## config.mk

```make
export PLATFORM = sky130hd
export DESIGN_NAME = pipelined_cla_addsub
export DESIGN_NICKNAME = d
export VERILOG_FILES = /design/src/rtl/alu_pkg.sv /design/src/rtl/cla_group16.sv /design/src/rtl/pipelined_cla_addsub.sv
export SDC_FILE = /design/constraint.sdc
export NUM_CORES = 1
export LEC_CHECK = 0
export CAP_MARGIN = 15
export CORE_MARGIN = 2
export CORE_UTILIZATION = 45
export CTS_CLUSTER_DIAMETER = 150
export CTS_CLUSTER_SIZE = 8
export DETAILED_ROUTE_END_ITERATION = 10
export PLACE_DENSITY = 0.79
export SETUP_SLACK_MARGIN = 0.15
export SLEW_MARGIN = 5
export SYNTH_ARGS = -nofsm -noshare
export SYNTH_HDL_FRONTEND = slang
export SYNTH_HIERARCHICAL = 1
export SYNTH_SLANG_ARGS = --single-unit
```

## constraint.sdc

```tcl
create_clock -name clk -period 4.8 [get_ports clk]
set_input_delay 1.2 -clock clk [delete_from_list [all_inputs] [get_ports clk]]
set_output_delay 1.2 -clock clk [all_outputs]
set_load 0.05 [all_outputs]
```

## src/rtl/alu_pkg.sv

```systemverilog
// Shared constants for the pipelined carry-lookahead adder/subtractor:
// lookahead group width, stage count and the add/subtract mode encodings.
package alu_pkg;

  localparam int CLA_GROUP = 16;

  typedef enum logic {
    MODE_ADD = 1'b0,
    MODE_SUB = 1'b1
  } mode_e;

  function automatic int num_stages(input int width);
    return width / CLA_GROUP;
  endfunction

endpackage

```

## src/rtl/cla_group16.sv

```systemverilog
// Combinational 16-bit carry-lookahead group: four 4-bit lookahead blocks
// under a second lookahead level, exporting group generate/propagate.
module cla_group16
  import alu_pkg::*;
(
  input  logic [CLA_GROUP-1:0] A,
  input  logic [CLA_GROUP-1:0] B,
  input  logic                 cin,
  output logic [CLA_GROUP-1:0] S,
  output logic                 G,
  output logic                 P,
  output logic                 cout
);

  logic [CLA_GROUP-1:0] gb_s;
  logic [CLA_GROUP-1:0] pb_s;
  logic [CLA_GROUP-1:0] c_s;
  logic [3:0]           bg_s;
  logic [3:0]           bp_s;
  logic [3:0]           bc_s;

  // Two-level lookahead: block G/P, block carries, then bit carries.
  always_comb begin
    gb_s = A & B;
    pb_s = A ^ B;
    bg_s = 4'b0000;
    bp_s = 4'b0000;
    c_s  = {CLA_GROUP{1'b0}};
    for (int j = 0; j < 4; j++) begin
      bg_s[j] = gb_s[4*j+3]
              | (pb_s[4*j+3] & gb_s[4*j+2])
              | (pb_s[4*j+3] & pb_s[4*j+2] & gb_s[4*j+1])
              | (pb_s[4*j+3] & pb_s[4*j+2] & pb_s[4*j+1] & gb_s[4*j]);
      bp_s[j] = &pb_s[4*j +: 4];
    end
    bc_s[0] = cin;
    bc_s[1] = bg_s[0] | (bp_s[0] & cin);
    bc_s[2] = bg_s[1] | (bp_s[1] & bg_s[0]) | (bp_s[1] & bp_s[0] & cin);
    bc_s[3] = bg_s[2] | (bp_s[2] & bg_s[1]) | (bp_s[2] & bp_s[1] & bg_s[0])
            | (bp_s[2] & bp_s[1] & bp_s[0] & cin);
    for (int j = 0; j < 4; j++) begin
      c_s[4*j]   = bc_s[j];
      c_s[4*j+1] = gb_s[4*j] | (pb_s[4*j] & bc_s[j]);
      c_s[4*j+2] = gb_s[4*j+1] | (pb_s[4*j+1] & gb_s[4*j])
                 | (pb_s[4*j+1] & pb_s[4*j] & bc_s[j]);
      c_s[4*j+3] = gb_s[4*j+2] | (pb_s[4*j+2] & gb_s[4*j+1])
                 | (pb_s[4*j+2] & pb_s[4*j+1] & gb_s[4*j])
                 | (pb_s[4*j+2] & pb_s[4*j+1] & pb_s[4*j] & bc_s[j]);
    end
    G    = bg_s[3] | (bp_s[3] & bg_s[2]) | (bp_s[3] & bp_s[2] & bg_s[1])
         | (bp_s[3] & bp_s[2] & bp_s[1] & bg_s[0]);
    P    = &bp_s;
    cout = G | (P & cin);
    S    = pb_s ^ c_s;
  end

endmodule

```

## src/rtl/pipelined_cla_addsub.sv

```systemverilog
// WIDTH-bit add/subtract pipelined as one 16-bit lookahead group per stage,
// with a valid/ready handshake and a single global advance/stall.
module pipelined_cla_addsub
  import alu_pkg::*;
#(
  parameter int WIDTH  = 32,
  parameter int NSTAGE = num_stages(WIDTH)
) (
  input  logic             clk,
  input  logic             reset_n,
  input  logic             in_valid,
  output logic             in_ready,
  input  logic [WIDTH-1:0] A,
  input  logic [WIDTH-1:0] B,
  input  logic             sub,
  output logic             out_valid,
  input  logic             out_ready,
  output logic [WIDTH-1:0] S,
  output logic             C_out,
  output logic             V,
  output logic             Z,
  output logic             N
);

  logic adv_s;
  logic sub_s;

  assign adv_s    = !out_valid | out_ready;
  assign in_ready = adv_s;
  assign sub_s    = (sub == MODE_SUB);

  for (genvar k = 0; k < NSTAGE; k++) begin : g_stage
    localparam int DONE = CLA_GROUP * (k + 1);
    localparam int REM  = WIDTH - DONE;

    logic [CLA_GROUP-1:0] a_s, b_s, grp_s;
    logic                 cin_s, vin_s, g_s, p_s, cout_unused_s, carry_d;
    logic [DONE-1:0]      sum_d, sum_q;
    logic                 valid_q, carry_q;

    // Stage 0 takes the ports; later stages take the previous stage's registers.
    if (k == 0) begin : g_src
      assign a_s   = A[CLA_GROUP-1:0];
      assign b_s   = B[CLA_GROUP-1:0] ^ {CLA_GROUP{sub_s}};
      assign cin_s = sub_s;
      assign vin_s = in_valid;
      assign sum_d = grp_s;
    end else begin : g_src
      assign a_s   = g_stage[k-1].g_ops.a_q[CLA_GROUP-1:0];
      assign b_s   = g_stage[k-1].g_ops.b_q[CLA_GROUP-1:0]
                   ^ {CLA_GROUP{g_stage[k-1].g_ops.sub_q}};
      assign cin_s = g_stage[k-1].carry_q;
      assign vin_s = g_stage[k-1].valid_q;
      assign sum_d = {grp_s, g_stage[k-1].sum_q};
    end

    cla_group16 u_cla (
      .A    (a_s),
      .B    (b_s),
      .cin  (cin_s),
      .S    (grp_s),
      .G    (g_s),
      .P    (p_s),
      .cout (cout_unused_s)
    );

    assign carry_d = g_s | (p_s & cin_s);

    // Valid moves with every advance so bubbles drain; data loads only when valid.
    always_ff @(posedge clk or negedge reset_n) begin
      if (!reset_n) begin
        valid_q <= 1'b0;
        carry_q <= 1'b0;
        sum_q   <= {DONE{1'b0}};
      end else if (adv_s) begin
        valid_q <= vin_s;
        if (vin_s) begin
          carry_q <= carry_d;
          sum_q   <= sum_d;
        end
      end
    end

    if (REM > 0) begin : g_ops
      logic [REM-1:0] a_d, b_d, a_q, b_q;
      logic           sub_d, sub_q;

      if (k == 0) begin : g_opsrc
        assign a_d   = A[WIDTH-1:CLA_GROUP];
        assign b_d   = B[WIDTH-1:CLA_GROUP];
        assign sub_d = sub_s;
      end else begin : g_opsrc
        assign a_d   = g_stage[k-1].g_ops.a_q[REM+CLA_GROUP-1:CLA_GROUP];
        assign b_d   = g_stage[k-1].g_ops.b_q[REM+CLA_GROUP-1:CLA_GROUP];
        assign sub_d = g_stage[k-1].g_ops.sub_q;
      end

      // Carry the untouched upper operand slices and the mode to later stages.
      always_ff @(posedge clk or negedge reset_n) begin
        if (!reset_n) begin
          a_q   <= {REM{1'b0}};
          b_q   <= {REM{1'b0}};
          sub_q <= 1'b0;
        end else if (adv_s && vin_s) begin
          a_q   <= a_d;
          b_q   <= b_d;
          sub_q <= sub_d;
        end
      end
    end

    if (k == NSTAGE - 1) begin : g_flags
      logic v_d, z_d, n_d, v_q, z_q, n_q;

      // Carry into the MSB is recovered from the MSB sum bit and its operands.
      assign v_d = (grp_s[CLA_GROUP-1] ^ a_s[CLA_GROUP-1] ^ b_s[CLA_GROUP-1]) ^ carry_d;
      assign z_d = ~|sum_d;
      assign n_d = grp_s[CLA_GROUP-1];

      // Result flags registered alongside the final sum.
      always_ff @(posedge clk or negedge reset_n) begin
        if (!reset_n) begin
          v_q <= 1'b0;
          z_q <= 1'b0;
          n_q <= 1'b0;
        end else if (adv_s && vin_s) begin
          v_q <= v_d;
          z_q <= z_d;
          n_q <= n_d;
        end
      end
    end
  end

  assign out_valid = g_stage[NSTAGE-1].valid_q;
  assign S         = g_stage[NSTAGE-1].sum_q;
  assign C_out     = g_stage[NSTAGE-1].carry_q;
  assign V         = g_stage[NSTAGE-1].g_flags.v_q;
  assign Z         = g_stage[NSTAGE-1].g_flags.z_q;
  assign N         = g_stage[NSTAGE-1].g_flags.n_q;

endmodule

```

==> out/qor.csv, run 1 <==
metric,value,unit
status,finished clean,
post_cts resized,0,
Tcrit/Tclk final,0.827,
Pwr Density,611,mW/mm2
count of hold-fix buffers inserted at cts,0,
Tmin final,3.97,ns
first-pass GRT wire length,18900,um
Layout Skew,0.00324,ns
syn_nets,549,
initial antenna violation count,0,
CTS root buf,clkbuf_16,
Final HPWL DP,8960,um
total grt overflow,0,
crit path DAT,4.19,ns
drt drc,0,
mean post-synth cell area,12.0,um2
fin. max-slew vios,0,
total CTS buffers,9,
Post-CTS Setup Bufs,0,
vias in the first global route,3898,
required time of the critical path,5.02,ns
TNS Setup,0,ns
GRT Util Overall,0.186,
YS warnings,6,
# port buffers,106,
Reg2Reg Depth,11,
clk sinks,87,
final hold violation count,0,
Die X,112,um
H-tree Lvls,3,
worst hold path class,reg -> reg,
worst vdd ir,464,uV
vias post-DR,3809,
vias per cell,5.48,
worst rel slew slack,0.546,
die area,0.0126,mm2
remaining antenna violation count after routing,0,
worst slew pin tran,0.681,ns
drt pass-1 iters,4,
I/O pins,107,
leakage,2.95,nW
# diodes,0,
Setup crit start kind,input pin,
Routed WL,11300,um
Fin Hold WS,0.509,ns
initial DRC count,133,
# fillers,957,
Core ar.,0.0114,mm2
RSZ-0062 raised after global routing,no,
initial core utilization,0.461,
Layout Nets,656,
Clock Path Buffers,2,
synthesized area,0.00526,mm2
share of cells above drive strength 1,0.225,
cells after synthesis,440,
Final Wtd Congestion,0.818,
row cnt,39,
Die Y,112,um
Clock transition at path regs,0.06,ns
drt wl/cell,16.3,um
area delta synth->final,29.7,%
CP Max Fanout,21,
Max Cap Violations,0,
pin count of the biggest net entering global routing,46,
final setup vio count,0,
Critical Setup Path Class,in -> reg,
hold path depth,1,
Max Freq,252,MHz
Crit. End Element,flop,
CTS tree,built,
Clock Latency Late Sink,0.34,ns
where the power goes:
part	internal (mW)	switching, mW	total [mW]
Combinational	0.921	1.25	2.17
Sequential	0.995	0.190	1.19
Clock	0.526	0.290	0.816
Total	2.44	1.73	4.17
flip-flops by register name, indices dropped and copies added, names as in the netlist, 16 cells and up:
register           cells
g_stage.g_ops.b_q     16
g_stage.sum_q         16
S                     32
g_stage.g_ops.a_q     16
per-layer routing:
layer  wire, um  global-route usage
met2       5710               0.322
met1       4790               0.233
met4        159              0.0512
met3        661              0.0459
met5          0                   0
worst paths after layout:
path                                         from  slack, ns                       to
max in group asynchronous                 reset_n       2.97                    S[19]
min                                          S[8]       0.51                     S[8]
max reg2reg                g_stage[0].g_ops.sub_q       1.02                        Z
min reg2reg                                  S[8]       0.51                     S[8]
max                                           sub       0.83     g_stage[0].sum_q[13]
min in group asynchronous                 reset_n       0.84  g_stage[0].g_ops.b_q[8]
through the flow:
| stage | utilization | instance area, um2 | worst slack (ns) | power [mW] | instances |
|---|---|---|---|---|---|
| finish | 0.598 | 6830 | 0.831 | 4.17 | 695 |
| global route | 0.598 | 6830 | 0.666 | 4.40 | 695 |
| global placement | 0.567 | 6470 | 0.576 | 3.29 | 679 |
| CTS | 0.598 | 6830 | 0.822 | 4.21 | 695 |
| floorplan | - | 5260 | 1.03 | 2.70 | 440 |
| detailed placement | 0.567 | 6470 | 0.475 | 3.37 | 679 |
cell type report:
type / instances / area [um2] / share of cell area
multi-input cells: 317 / 2920 / 0.428
flip-flops and latches: 87 / 2180 / 0.319
repair buffers: 112 / 1120 / 0.164
clock buffers: 10 / 239 / 0.0350
well taps: 143 / 179 / 0.0262
clock inverters: 6 / 115 / 0.0169
inverters: 20 / 77.6 / 0.0114
cell usage in the layout (no fill, tap or decap), types with 3 or more instances in the layout:
master             n
nand2_1            6
inv_1             19
nor2b_1            4
a31oi_1            7
xor2_1            38
and2_1             3
nor4_1            11
o21ai_0            6
buf_4              6
a21o_1            14
mux2_2            82
clkbuf_16          9
xnor2_1           11
fa_1               8
nand4_1            8
a21oi_1           21
nand3_1            5
and3_1             4
nor3_1             6
a31o_2             3
ha_1              32
a211oi_1           5
dfrtp_1           87
nand2b_1           3
clkdlybuf4s50_1  105
bufinv_16          3
nor2_1             7
worst max-delay path, stage by stage:
cell and delay [ns]:
clkdlybuf4s50_1 0.50, buf_12 0.19, xor2_1 0.16, ha_1 0.31, a21o_1 0.25, a221oi_4 0.47
inv_4 0.09, a21oi_1 0.14, inv_1 0.07, fa_1 0.39, xor2_1 0.17, mux2_2 0.26
No activity file was read; power rests on OpenSTA's default activity.
==> run 2, diff against run 1 <==
Settings changed: PLACE_DENSITY 0.79 to 0.82.
Clock period 4.8 ns to 3.4 ns, I/O delays scaled along.
==> run 2 against run 1 <==
- clock skew is 0.0060 ns higher
- die area stayed put
- cell count is 7.8% higher
- hold slack worse by 0.13 ns
- largest cell class unchanged
- combinational power is 53% higher
- non-clock buffer count is 54 higher
==> out/qor.csv, run 2 (synthesized netlist as in run 1, its figures left out) <==
metric,value,unit,change
status,finished clean,,unchanged
initial DRC count,171,,was 133
CP Cell Sequence,"clkdlybuf4s50_1, xor2_2, ha_1, and4_1, a221oi_4, buf_6, buf_4, o21ai_2, fa_1, xor2_1, mux2_2",,"was clkdlybuf4s50_1, buf_12, xor2_1, ha_1, a21o_1, a221oi_4, inv_4, a21oi_1, inv_1, fa_1, xor2_1, mux2_2"
fin. max-slew vios,0,,unchanged
Pwr Density,819,mW/mm2,was 611 mW/mm2
worst vdd ir,664,uV,was 464 uV
max reg flops,32,,unchanged
final hold violation count,0,,unchanged
Die Y,112,um,unchanged
reg-to-reg critical path endpoint,Z,,unchanged
leakage,3.21,nW,was 2.95 nW
total grt overflow,0,,unchanged
worst rel slew slack,0.623,,was 0.546
Routed WL,12000,um,was 11300 um
post-route met1 wirelength,5020,um,was 4790 um
cell internal pwr,3.41,mW,was 2.44 mW
CP Max Fanout,4,,was 21
CP max-delay cell,clkdlybuf4s50_1,,unchanged
crit path DAT,3.41,ns,was 4.19 ns
I/O pins,107,,unchanged
power share of the sequential group,0.281,,was 0.284
Tmin final,3.18,ns,
Setup crit start kind,input pin,,unchanged
wire length on met2,6130,um,was 5710 um
CTS root buf,clkbuf_16,,unchanged
highest metal used,met4,,unchanged
drt pass-1 iters,4,,unchanged
Critical Setup Path Class,in -> reg,,unchanged
sw frac,0.427,,was 0.414
worst hold path class,in -> async,,was reg -> reg
initial core utilization,0.461,,unchanged
Max Cap Violations,0,,unchanged
vias in the first global route,4269,,was 3898
Max Freq,314,MHz,
vias post-DR,4063,,was 3809
share of cells above drive strength 1,0.320,,was 0.225
routed wl met3,657,um,was 661 um
Final Total Pwr,5.96,mW,was 4.17 mW
CTS tree,built,,unchanged
row cnt,39,,unchanged
initial antenna violation count,0,,unchanged
TNS Setup,0,ns,unchanged
# diodes,0,,unchanged
worst setup path start,B[0],,was sub
Layout Skew,0.00926,ns,was 0.00324 ns
pin count of the biggest net entering global routing,88,,was 46
internal reg-to-reg setup slack,0.22,ns,was 1.02 ns
Comb pwr share,0.559,,was 0.520
Crit. End Element,flop,,unchanged
required time of the critical path,3.63,ns,was 5.02 ns
Final HPWL DP,9090,um,was 8960 um
Die X,112,um,unchanged
remaining antenna violation count after routing,0,,unchanged
vias per cell,5.42,,was 5.48
multi-input combinational cell area,0.00299,mm2,was 0.00292 mm2
drt drc,0,,unchanged
Reg2Reg Depth,12,,was 11
final setup vio count,0,,unchanged
P_sw,2.55,mW,was 1.73 mW
Tcrit/Tclk final,0.937,,
most frequent cells in the layout,"103 x clkdlybuf4s50_1, 87 x dfrtp_1, 82 x mux2_2",,"was 105 x clkdlybuf4s50_1, 87 x dfrtp_1, 82 x mux2_2"
timing endpoint of the critical path,g_stage[0].sum_q[9],,was g_stage[0].sum_q[13]
die area,0.0126,mm2,unchanged
worst slew pin tran,0.563,ns,was 0.681 ns
Clock Latency Late Sink,0.34,ns,about the same
area delta synth->final,38.3,%,was 29.7%
Layout Nets,710,,was 656
clk sinks,87,,unchanged
"most common cell after layout, fill and taps aside",clkdlybuf4s50_1,,unchanged
Worst path max stage delay,0.50,ns,about the same
drt wl/cell,16.0,um,was 16.3 um
# fillers,891,,was 957
RSZ-0062 raised after global routing,yes,,was no
# port buffers,106,,unchanged
worst r2r src,g_stage[0].g_ops.sub_q,,unchanged
Core ar.,0.0114,mm2,unchanged
Clock power frac,0.160,,was 0.196
Final Wtd Congestion,0.807,,was 0.818
GRT Util Overall,0.195,,was 0.186
total CTS buffers,9,,unchanged
Clock transition at path regs,0.07,ns,was 0.06 ns
first-pass GRT wire length,19900,um,was 18900 um
FF+latch area,0.00218,mm2,unchanged
Clock Path Buffers,2,,unchanged
H-tree Lvls,3,,unchanged
run 2: changes by cell type in the layout (fill, tap and decap cells not counted), sizes merged:
| cell | previous run | this run |
|---|---|---|
| clkbuf | 10 | 11 |
| inv | 22 | 23 |
| clkinvlp | 1 | 2 |
| buf | 7 | 62 |
| clkinv | 0 | 1 |
| bufinv | 3 | 0 |
| clkdlybuf4s50 | 105 | 103 |
run 2: per-layer routing:
| metal | vias to the layer above | track usage |
|---|---|---|
| met5 | - | 0 |
| met4 | 0 | 0.0715 |
| met3 | 16 | 0.0416 |
| met2 | 122 | 0.347 |
| met1 | 1995 | 0.233 |
| li1 | 1930 | - |
run 2: area by class of cell:
cell class	instances	share of cell area
tap	143	0.0246
multi-input combinational	317	0.411
sequential	87	0.299
clock buffer	10	0.0328
timing repair buffer	166	0.215
inverter	20	0.0107
clock inverter	6	0.00688
run 2: how the worst min path moves through the flow:
stage	start	to	slack [ns]	cells past startpoint
detailed placement	S[10]	S[10]	0.49	1
finish	reset_n	S[1]	0.38	1
global placement	S[24]	S[24]	0.49	1
CTS	S[10]	S[10]	0.51	1
floorplan	g_stage[0].g_ops.a_q[10]	g_stage[0].g_ops.a_q[10]	0.49	1
global route	reset_n	g_stage[0].g_ops.a_q[8]	0.39	1
run 2: power by group through the flow:
| stage | Sequential (mW) | Clock (mW) | Combinational (mW) |
|---|---|---|---|
| floorplan | 2.33 | 0 | 1.48 |
| global placement | 1.67 | 0 | 3.12 |
| detailed placement | 1.69 | 0 | 3.21 |
| CTS | 1.68 | 0.966 | 3.28 |
| global route | 1.72 | 1.00 | 3.57 |
| finish | 1.68 | 0.952 | 3.33 |
run 2: through the flow:
stage               cells  area [um2]   util  hold slack [ns]  setup slack (ns)
finish                749        7280  0.637            0.380             0.216
global route          749        7280  0.637            0.388           0.00665
CTS                   746        7200  0.630            0.509             0.151
detailed placement    724        6850  0.600            0.494            -0.440
global placement      724        6850  0.600            0.489            -0.346
floorplan             440        5300      -            0.486             0.158
run 2: worst max-delay path, delay by kind of cell:
family | cells | cell delay [ns]
and+or+nand+nor | 1 | 0.25
AOI/OAI and AO/OA | 2 | 0.29
xor gates and xnor gates | 2 | 0.34
muxes | 1 | 0.26
adders and majority gates | 2 | 0.65
buffers and inverters | 3 | 0.77
run 2: what timing repair did:
item,in CTS,in global routing
setup endpoints to repair,9,6
buffers inserted,6,2
hold buffers,0,0
pin swaps,10,3
gates resized for setup,5,13
